`src/rtl/lfsr_pair_gen_pkg.sv`:
```
// Shared types and helpers for the LFSR operand-pair generator.
// Holds the FSM state encoding, the datapath width and the LFSR step function.
package lfsr_pkg;

  localparam int unsigned DATA_W = 8;

  // Feedback taps for x^8+x^6+x^5+x^4+1 in Fibonacci form: bits 7,5,4,3.
  localparam logic [DATA_W-1:0] LFSR_TAPS = 8'b1011_1000;

  typedef enum logic [1:0] {
    IDLE,
    RUN,
    DONE
  } state_t;

  function automatic logic [DATA_W-1:0] lfsr8_next(input logic [DATA_W-1:0] q);
    return {q[DATA_W-2:0], ^(q & LFSR_TAPS)};
  endfunction

endpackage

```
`src/rtl/lfsr_pair_gen_if.sv`:
```
// Valid/ready operand-pair channel between the generator and its consumer.
interface lfsr_pair_gen_if;
  import lfsr_pkg::*;

  logic              valid;
  logic              ready;
  logic [DATA_W-1:0] a;
  logic [DATA_W-1:0] b;
  logic [DATA_W-1:0] idx;

  modport master (output valid, output a, output b, output idx, input ready);
  modport slave  (input valid, input a, input b, input idx, output ready);

endinterface

```
`src/rtl/lfsr_pair_gen_lfsr8.sv`:
```
// 8-bit maximal-length Fibonacci LFSR with synchronous seed load and step enable.
// A zero seed is replaced by 1 so the register can never lock up in the all-zero state.
module lfsr8
  import lfsr_pkg::*;
(
  input  logic              clk,
  input  logic              rst_n,
  input  logic              load,
  input  logic [DATA_W-1:0] seed,
  input  logic              step,
  output logic [DATA_W-1:0] q
);

  logic [DATA_W-1:0] seed_fixed;

  always_comb begin
    seed_fixed = seed;
    if (seed == '0) begin
      seed_fixed = {{(DATA_W-1){1'b0}}, 1'b1};
    end
  end

  always_ff @(posedge clk or negedge rst_n) begin
    if (!rst_n) begin
      q <= '0;
    end else if (load) begin
      q <= seed_fixed;
    end else if (step) begin
      q <= lfsr8_next(q);
    end
  end

endmodule

```
`src/rtl/lfsr_pair_gen.sv`:
```
// Emits NUM_SAMPLES deterministic (a, b) operand pairs from two LFSRs over valid/ready,
// then signals done until the next start.
module lfsr_pair_gen
  import lfsr_pkg::*;
#(
  parameter int unsigned       NUM_SAMPLES = 9,
  parameter logic [DATA_W-1:0] SEED_A      = 8'hA5,
  parameter logic [DATA_W-1:0] SEED_B      = 8'h3C
) (
  input  logic                   clk,
  input  logic                   rst_n,
  input  logic                   start,
  lfsr_pair_gen_if.master        pair,
  output logic                   busy,
  output logic                   done
);

  localparam logic [DATA_W-1:0] LAST_IDX = DATA_W'(NUM_SAMPLES - 1);

  state_t            state;
  state_t            next_state;
  logic              load;
  logic              step;
  logic [DATA_W-1:0] idx;
  logic [DATA_W-1:0] q_a;
  logic [DATA_W-1:0] q_b;

  always_ff @(posedge clk or negedge rst_n) begin
    if (!rst_n) begin
      state <= IDLE;
    end else begin
      state <= next_state;
    end
  end

  // ready only matters in RUN; the final transfer leaves the LFSRs untouched.
  always_comb begin
    next_state = state;
    load       = 1'b0;
    step       = 1'b0;
    case (state)
      IDLE, DONE: begin
        if (start) begin
          next_state = RUN;
          load       = 1'b1;
        end
      end
      RUN: begin
        if (pair.ready) begin
          if (idx == LAST_IDX) begin
            next_state = DONE;
          end else begin
            step = 1'b1;
          end
        end
      end
      default: next_state = IDLE;
    endcase
  end

  always_ff @(posedge clk or negedge rst_n) begin
    if (!rst_n) begin
      idx <= '0;
    end else if (load) begin
      idx <= '0;
    end else if (step) begin
      idx <= idx + 1'b1;
    end
  end

  lfsr8 u_lfsr_a (
    .clk   (clk),
    .rst_n (rst_n),
    .load  (load),
    .seed  (SEED_A),
    .step  (step),
    .q     (q_a)
  );

  lfsr8 u_lfsr_b (
    .clk   (clk),
    .rst_n (rst_n),
    .load  (load),
    .seed  (SEED_B),
    .step  (step),
    .q     (q_b)
  );

  assign pair.valid = (state == RUN);
  assign pair.a     = q_a;
  assign pair.b     = q_b;
  assign pair.idx   = idx;
  assign busy       = (state == RUN);
  assign done       = (state == DONE);

endmodule
```
`src/flat_wrapper.sv`:
```
// flat-port wrapper written by rule: the top's interface ports become plain ports
module lfsr_pair_gen_flat import lfsr_pkg::*;
#(
  parameter int unsigned       NUM_SAMPLES = 9,
  parameter logic [DATA_W-1:0] SEED_A      = 8'hA5,
  parameter logic [DATA_W-1:0] SEED_B      = 8'h3C
)
  (clk, rst_n, start, busy, done, pair_valid, pair_a, pair_b, pair_idx, pair_ready);
  lfsr_pair_gen_if pair_i ();
  input  logic clk;
  input  logic rst_n;
  input  logic start;
  output logic busy;
  output logic done;
  output wire logic [$bits(pair_i.valid)-1:0] pair_valid;
  output wire logic [$bits(pair_i.a)-1:0] pair_a;
  output wire logic [$bits(pair_i.b)-1:0] pair_b;
  output wire logic [$bits(pair_i.idx)-1:0] pair_idx;
  input wire logic [$bits(pair_i.ready)-1:0] pair_ready;
  assign pair_valid = pair_i.valid;
  assign pair_a = pair_i.a;
  assign pair_b = pair_i.b;
  assign pair_idx = pair_i.idx;
  assign pair_i.ready = pair_ready;
  lfsr_pair_gen #(.NUM_SAMPLES(NUM_SAMPLES), .SEED_A(SEED_A), .SEED_B(SEED_B)) u_core (.clk(clk), .rst_n(rst_n), .start(start), .pair(pair_i), .busy(busy), .done(done));
endmodule
```
`config.mk`:
```
export PLATFORM = sky130hd
export DESIGN_NAME = lfsr_pair_gen_flat
export DESIGN_NICKNAME = d
export VERILOG_FILES = /design/src/rtl/lfsr_pair_gen_pkg.sv /design/src/rtl/lfsr_pair_gen_if.sv /design/src/rtl/lfsr_pair_gen_lfsr8.sv /design/src/rtl/lfsr_pair_gen.sv /design/src/flat_wrapper.sv
export SDC_FILE = /design/constraint.sdc
export NUM_CORES = 1
export LEC_CHECK = 0
export CAP_MARGIN = 10
export CELL_PAD_IN_SITES_DETAIL_PLACEMENT = 0
export CELL_PAD_IN_SITES_GLOBAL_PLACEMENT = 2
export CORE_UTILIZATION = 31
export CTS_CLUSTER_SIZE = 12
export DETAILED_ROUTE_END_ITERATION = 16
export HOLD_SLACK_MARGIN = 0.02
export PLACE_DENSITY_LB_ADDON = 0.25
export SETUP_SLACK_MARGIN = 0.5
export SKIP_LAST_GASP = 1
export SLEW_MARGIN = 15
export SYNTH_ARGS = -nofsm -noshare
export SYNTH_HDL_FRONTEND = slang
export SYNTH_SLANG_ARGS = --single-unit
```
`constraint.sdc`:
```
create_clock -name clk -period 2 [get_ports clk]
set_clock_uncertainty 0.1 [all_clocks]
set_input_delay 0.4 -clock clk [delete_from_list [all_inputs] [get_ports clk]]
set_output_delay 0.4 -clock clk [all_outputs]
set_load 0.01 [all_outputs]
```
# Word level (Yosys, flattened, before mapping)
# Index checks and enable logic that the tools add are counted.
# W data, S select, Z words.
# word_totals
regBits	26
in_bits	4
word_cells	32
# op_classes
n_addsub	1
n_eq_ne	6
mux	15
n_reduce_logical	6
# op_table
operator	n
$mux W8	6
$reduce_xor A8 Y1	2
$add A8 B1 Y8 const B	1
$eq A8 B4 Y1 const B	1
$mux W2	3
$mux W1	5
$ne A2 B1 Y1 const B	2
$pmux W2 S2	1
$reduce_and A3 Y1	1
$eq A2 B1 Y1 const B	1
$eq A2 B2 Y1 const B	1
$logic_not A2 Y1	1
$ne A2 B2 Y1 const B	1
$reduce_bool A2 Y1	1
$reduce_or A2 Y1	1

# Logic depth before layout (Yosys ltp)
# Gate-level depths: netlist of the first run.
# depth
word_depth	6
mapped_depth	7

# Modules after synthesis
# From an unflattened synthesis of the first run, not the netlist that was laid out.
# hier_totals
cells_unflattened	142
hier_area_um2	1426.4
# by_module_without_submodules
mod	instances	cells_per_inst	area_per_inst_um2	seq_area_each_um2
lfsr8	2	41	414.1	200.2
lfsr_pair_gen	1	60	598.1	250.2

# Least setup slack after synthesis of the first run
# Ideal clock, no wire load.
# synth_timing
path_type	reg-to-reg
from	register u_core.idx[0], in the netlist u_core.pair.idx[0]
to	register u_core.idx[1], in the netlist u_core.pair.idx[1]
setup_time_ns	0.125
arrival_ns	1.493
path_slack_ns	0.283
path_stages_with_launch	7
synth_period_minus_slack_ns	1.717
cell_sequence	dfrtp_1 inv_1 ha_1 nor4b_4 a211o_1 buf_6 mux2_2
# synth_between
elab_chain_cells	5
elab_cells_between_ends	8
classes_between	add/sub (1); eq/ne (1); mux (5); reduce/logical (1)
# synth_lines
element	line	rtl
from (decl)	lfsr_pair_gen.sv:24	logic [DATA_W-1:0] idx;
from (signal assigned)	lfsr_pair_gen.sv:67	idx <= idx + 1'b1;
parallel branches: the longest is 5 deep, another holds $add A8 B1 Y8	-	
# Several ways; the timed one is not identified. The select of a mux whose other input is x is not followed.
# A chain may end at the register's enable or synchronous reset.

# Final worst setup path of the first run
# layout_timing
from	register u_core.idx[1], in the netlist u_core.pair.idx[1]
to	register u_core.u_lfsr_b.q[6]
# layout_between
elab_chain_cells	5
# layout_lines
element	line	rtl
$eq A8 B4 Y1	lfsr_pair_gen.sv:50	if (idx == LAST_IDX) begin
$mux W1	lfsr_pair_gen.sv:50	
$mux W1	lfsr_pair_gen.sv:49	if (pair.ready) begin
$mux W1	lfsr_pair_gen.sv:41	case (state)
$reduce_bool A2 Y1 (no source line)	-	
to (signal assigned)	lfsr_pair_gen_lfsr8.sv:27	q <= seed_fixed;
to (signal assigned)	lfsr_pair_gen_lfsr8.sv:29	q <= lfsr8_next(q);
to (decl)	lfsr_pair_gen_lfsr8.sv:11	output logic [DATA_W-1:0] q
# Every way passes these cells.

==> results.yml, run 1 <==
worst_setup_path:
  critPathArrivalTime_ns: 1.81
  critPathKind: "reg2reg"
  r2r_end: "u_core.u_lfsr_b.q[6]"
  endpoint_kind: "flip-flop"
  cp.required_ns: 2.06
  r2r_slack_ns: 0.25
  timing.rr.start: "u_core.pair.idx[1]"
  cp_max_fo: 7
  startpoint_type: "flip-flop"
  worst-r2r-cell-count: 6
routing:
  drc: 0
  first_pass_iters: 4
  wire_per_inst_um: 14.2
  routed_via_density: 4.71
  vias: 1159
  ant_nets: 0
  drt_iter0_drc: 42
  wirelength_um: 3500
flow_run:
  drv_cap: 0
synth:
  synth.area.top_cells: "dfrtp_1 49%, mux2i_1 8.3%, mux2_2 5.9%, xnor2_1 4.0%, inv_1 3.4%"
  syn_area_per_cell_um2: 11.0
  yosysTopAreaCellShare: 0.491
  yosys_warnings: 0
  ys_types: 32
  synthCells: 121
  synth_area_leader_cell: "dfrtp_1"
  yosysSeqAreaShare: 0.491
  synth-seq-cells: 26
  synth_nets: 127
  synth_area_um2: 1330
floorplanning:
  boundaryPins: 31
  die-area_um2: 4540
  die_w_um: 67.4
  coreArea_um2: 4060
  fp-row-count: 23
  initial_core_util: 0.327
  dieHeight_um: 67.4
global_routing:
  grt_max_degree: 27
  first_global_vias: 1166
  grt_antenna_before_repair: 0
  grt_pass1_wl_um: 5760
  globalRoute.totalOverflow: 0
  globalRouteTotalUtil: 0.175
clock_tree:
  cts_tree: "yes"
  cts_htree_levels: 1
  cts_max_path_buffers: 2
  clock_latency_ns: 0.27
  clock_sinks: 26
  ctsHoldBuffers: 0
  cts_made_buffers: 3
  clkTransAtPathRegs_ns: 0.09
  cts_root_buffer: "clkbuf_8"
layout:
  drive_gt1_frac: 0.449
  final_common_cell: "buf_4"
  design_area_um2: 2200
  diodes: 0
  fill_cells: 369
  final_cell_mix: "33 x buf_4, 19 x dfrtp_1, 17 x dlygate4sd2_1, 13 x buf_6"
  syn_to_final_growth_pct: 66.2
  num-nets-final: 203
sta:
  fin_hold_ws_ns: 0.391
  drv_slew: 0
  period_share: 0.875
  rsz0062_at_grt: "true"
  worstMarginPinSlew_ns: 0.355
  fmax_ghz: 0.572
  period_minus_slack_ns: 1.75
  slew_headroom: 0.763
  hold_viol: 0
  setup_viol: 0
placed_design:
  io_buffers: 30
  gp_congestion: 0.733
  hpwl_um: 2080
  placed_cell_area_um2: 1720
power:
  vdd_ir_drop_max_mv: 0.503
  powerDensity_nw_per_um2: 1650
  cellLeakagePower_nw: 1.11
min_path:
  min_path_type: "in2async"
outcome:
  status: "finished clean"
[report_power, final]
group          internal [mW]  switching [mW]
clock                  0.268           0.172
combinational           1.33           0.942
sequential             0.768           0.154
[state kept, by name, indices dropped and copies added, names as in the netlist]
register and count:
u_core.state 2, u_core.pair.idx 8, u_core.u_lfsr_a.q 8, u_core.u_lfsr_b.q 8
[synthesized netlist by cell type (all sizes together)]
| cell type | count |
|---|---|
| clkbuf | 1 |
| mux2 | 7 |
| and3 | 1 |
| nand4b | 1 |
| nor3b | 1 |
| nand3 | 1 |
| nand2 | 9 |
| o41ai | 1 |
| inv | 12 |
| o211ai | 1 |
| nor2b | 2 |
| nand2b | 2 |
| mux2i | 11 |
| or3 | 2 |
| o21ai | 4 |
| nor2 | 11 |
| nand4 | 3 |
| ha | 2 |
| and2b | 1 |
| nor4b | 1 |
| o31ai | 2 |
| a211o | 1 |
| a21oi | 3 |
| o311ai | 1 |
| buf | 5 |
| or4 | 1 |
| xnor2 | 6 |
| a21o | 1 |
| dfrtp | 26 |
| a41o | 1 |
[area by class of cell]
cell class	count	area [um^2]	area share
Clock buffer	3	41.3	0.0188
Clock inverter	1	30.0	0.0136
Inverter	12	47.5	0.0216
Multi-Input combinational cell	77	656	0.298
Sequential cell	26	659	0.299
Tap cell	50	62.6	0.0284
Timing Repair Buffer	77	706	0.320
[stage by stage]
step                      setup slack [ns]  TNS [ns]  cells  power (mW)   util
after floorplan                      0.294         0    121        1.87      -
after global placement              0.0529         0    203        2.53  0.423
after detailed placement          -0.00322  -0.00322    203        2.58  0.423
after CTS                            0.255         0    239        3.52  0.523
after global routing                 0.192         0    246        3.90  0.543
final                                0.251         0    246        3.64  0.543
[how the worst max path moves through the flow]
| stage | slack, ns | from | cells after the start | endpoint |
|---|---|---|---|---|
| CTS | 0.25 | u_core.pair.idx[0] | 6 | u_core.u_lfsr_b.q[6] |
| global route | 0.19 | u_core.pair.idx[1] | 6 | u_core.u_lfsr_b.q[6] |
| finish | 0.25 | u_core.pair.idx[1] | 6 | u_core.u_lfsr_b.q[6] |
| global placement | 0.05 | pair_ready | 5 | u_core.u_lfsr_a.q[1] |
| floorplan | 0.29 | u_core.pair.idx[1] | 6 | u_core.pair.idx[1] |
| detailed placement | -0.003 | pair_ready | 4 | u_core.pair.idx[7] |
[critical path: stages (launching register included)]
cell and delay, ns:
dfrtp_1 0.38, inv_2 0.06, ha_4 0.15, nor4b_4 0.13, a211o_4 0.36, buf_12 0.16, mux2_4 0.29
[logic make-up after synthesis]
family	after synthesis	share of synthesized area
adder cells (fa/ha/maj)	2	0.0189
AO/OA/AOI/OAI	15	0.0765
buffers and inverters	18	0.0774
multiplexers	18	0.143
flip-flops	26	0.491
XOR/XNOR	6	0.0397
AND/OR/NAND/NOR	36	0.154
[routing by layer]
metal	up-vias	track usage	share of wire
met4	0	0.0559	0.012
met1	573	0.218	0.45
met5	-	0	0
met3	4	0.0253	0.025
li1	563	-	-
met2	19	0.310	0.51
[what timing repair did]
action                     in CTS  in global routing
cloned                          1                  0
setup endpoints to repair      50                 35
gates resized for setup        85                 15
setup buffers                  31                  7
pin swaps                       6                  4
Note: power is estimated with default switching activity, not from simulation.
==> inputs of run 2 (changes only) <==
--- a/config.mk
+++ b/config.mk
@@ -18,4 +18,5 @@
 export SLEW_MARGIN = 15
 export SYNTH_ARGS = -nofsm -noshare
 export SYNTH_HDL_FRONTEND = slang
+export SYNTH_HIERARCHICAL = 1
 export SYNTH_SLANG_ARGS = --single-unit
==> run 2 against run 1 <==
Clock power fell by 22%. Synthesized cell count increased by 17%. Critical path depth grew 1. Synthesized area up 7.6%. Critical path type unchanged. Non-clock buffer count down 2.
==> results.yml, run 2 <==
synth:
  yosysTopAreaCellShare: 0.456
  synth_area_um2: 1430
  syn_area_per_cell_um2: 10.0
  async_flop_share: 1.00
  synthTopCellsByCount: "26 x dfrtp_1, 18 x nand2_1, 15 x mux2i_1, 15 x o21ai_0"
  yosys_warnings: 6
  synth_mux_area_frac: 0.121
  synth_area_leader_cell: "dfrtp_1"
  ys_types: 38
  yosysSeqAreaShare: 0.456
  synth_simple_gate_area_frac: 0.192
  synthCells: 142
  synth_ff_type: "dfrtp_1"
  synth_compound_area_frac: 0.133
  synth_edf_count: 0
  synth_xor_area_frac: 0.0368
  synth.area.top_cells: "dfrtp_1 46%, mux2i_1 11%, o21ai_0 5.3%, nand2_1 4.7%, xor2_1 2.5%"
  synth.most_common_cell: "dfrtp_1"
  synth_top_family_by_area: "simple AND/OR/NAND/NOR gates"
  synth-seq-cells: 26
  synth_fa_ha_area_frac: 0.0175
sta:
  hold_viol: 0
  rsz0062_at_grt: "true"
  setup_viol: 0
  period_minus_slack_ns: 1.89
  period_share: 0.946
  drv_slew: 0
  setup_slack_ns: 0.108
  fmax_ghz: 0.528
floorplanning:
  die_w_um: 69.8
  die-area_um2: 4880
  boundaryPins: 31
  dieHeight_um: 69.8
  initial_core_util: 0.325
  fp-row-count: 24
  coreArea_um2: 4380
worst_setup_path:
  crit_end: "u_core/pair.idx[5]"
  endpoint_kind: "flip-flop"
  worst-r2r-cell-count: 7
  r2r_slack_ns: 0.11
  critPathKind: "reg2reg"
  timing.rr.start: "u_core/pair.idx[1]"
  cp.required_ns: 2.06
  startpoint_type: "flip-flop"
  cp_max_fo: 9
  r2r_end: "u_core/pair.idx[5]"
  crit_start: "u_core/pair.idx[1]"
  critPathArrivalTime_ns: 1.95
routing:
  wirelength_um: 3600
  vias: 1335
  drt_iter0_drc: 27
  wire_per_inst_um: 12.2
  first_pass_iters: 4
  ant_nets: 0
  drc: 0
  routed_via_density: 4.54
placed_design:
  gp_congestion: 0.764
  dp_slack_ns: -0.0299
  hpwl_um: 2080
  io_buffers: 30
layout:
  final_common_cell: "conb_1"
  syn_to_final_growth_pct: 71.8
  diodes: 0
  reg_top3: "u_core/pair.idx x8, u_core/u_lfsr_a/q x8, u_core/u_lfsr_b/q x8"
  fill_cells: 392
  multi_input_area_um2: 933
  final_cell_mix: "30 x conb_1, 29 x buf_4, 23 x dfrtp_1, 18 x dlygate4sd2_1, 17 x nand2_1"
  num-nets-final: 249
  register_area_um2: 654
  drive_gt1_frac: 0.339
clock_tree:
  cts_made_buffers: 3
  clock_sinks: 26
  cts_root_buffer: "clkbuf_8"
  clock_latency_ns: 0.27
  clkTransAtPathRegs_ns: 0.09
  cts_tree: "yes"
  cts_max_path_buffers: 2
  cts_htree_levels: 1
  ctsHoldBuffers: 0
flow_run:
  drv_cap: 0
min_path:
  min_path_type: "in2async"
power:
  p_total_mw: 3.51
  cellLeakagePower_nw: 1.18
  vdd_ir_drop_max_mv: 0.640
  powerDensity_nw_per_um2: 1430
outcome:
  status: "finished clean"
global_routing:
  grt_pass1_wl_um: 5850
  first_global_vias: 1314
  grt_antenna_before_repair: 0
  grt_max_degree: 36
  globalRouteTotalUtil: 0.147
  globalRoute.totalOverflow: 0
[run 2: changes by cell type after synthesis, sizes merged, moves of 3 or more]
cell,previous run,this run
a221o,0,3
inv,12,3
mux2,7,2
mux2i,11,15
nand2,9,18
nor2,11,5
nor3,0,5
o21ai,4,15
xnor2,6,2
xor2,0,4
[run 2: critical path, cell delays in order, from the launching register on]
cell and delay (ns):
dfrtp_1 0.41, inv_2 0.09, ha_4 0.12, nor4b_4 0.27
a31oi_4 0.19, buf_12 0.18, and3_1 0.15, a221o_1 0.27
[run 2: cell families after synthesis]
kind of cell / after synthesis
fa+ha+maj: 2
other cells: 2
buf+inv: 10
xor+xnor: 6
flops: 26
compound gates: 28
mux: 17
simple gates: 51
[run 2: metrics by stage]
stage / setup TNS (ns) / hold slack, ns / util / std cells / area [um^2]
global route: 0 / 0.430 / 0.559 / 294 / 2450
finish: 0 / 0.398 / 0.559 / 294 / 2450
detailed placement: -0.189 / 0.471 / 0.452 / 255 / 1980
floorplan: 0 / 0.00441 / - / 170 / 1570
global placement: 0 / 0.450 / 0.452 / 255 / 1980
CTS: 0 / 0.412 / 0.514 / 282 / 2250
[run 2: report_power, final]
part           switching (mW)  internal, mW
Clock                   0.167         0.176
Combinational           0.993          1.28
Sequential              0.148         0.754
Total                    1.31          2.21
[run 2: layout make-up]
| type | count | share of cell area |
|---|---|---|
| inverters | 3 | 0.00460 |
| flip-flops and latches | 26 | 0.267 |
| multi-input cells | 134 | 0.381 |
| clock buffers | 4 | 0.0225 |
| well taps | 52 | 0.0266 |
| repair buffers | 75 | 0.298 |
[run 2: worst min-delay path by stage]
stage | startpoint | endpoint
floorplan | rst_n | u_core/pair.idx[0]
global placement | u_core/pair.idx[1] | u_core/pair.idx[1]
detailed placement | u_core/pair.idx[1] | u_core/pair.idx[1]
CTS | rst_n | u_core/u_lfsr_a/q[7]
global route | rst_n | u_core/u_lfsr_a/q[1]
finish | rst_n | u_core/u_lfsr_a/q[1]
[run 2: metal layers]
metal / routed length (um) / GRT usage / up-vias
li1: - / - / 674
met4: 17 / 0.0267 / 0
met5: 0 / 0 / -
met1: 1710 / 0.187 / 627
met2: 1730 / 0.254 / 32
met3: 145 / 0.0349 / 2
[run 2: repair_timing]
item	CTS	global route
buffers inserted	22	10
gates resized for setup	70	21
endpoints found under the setup margin	52	39
gates cloned	1	2
pin swaps	3	2
==> inputs of run 3 (changes only) <==
--- a/config.mk
+++ b/config.mk
@@ -18,5 +18,4 @@
 export SLEW_MARGIN = 15
 export SYNTH_ARGS = -nofsm -noshare
 export SYNTH_HDL_FRONTEND = slang
-export SYNTH_HIERARCHICAL = 1
 export SYNTH_SLANG_ARGS = --single-unit
==> results of run 3 <==
No change in the layout: final DEF, timing and power equal those of run 1.
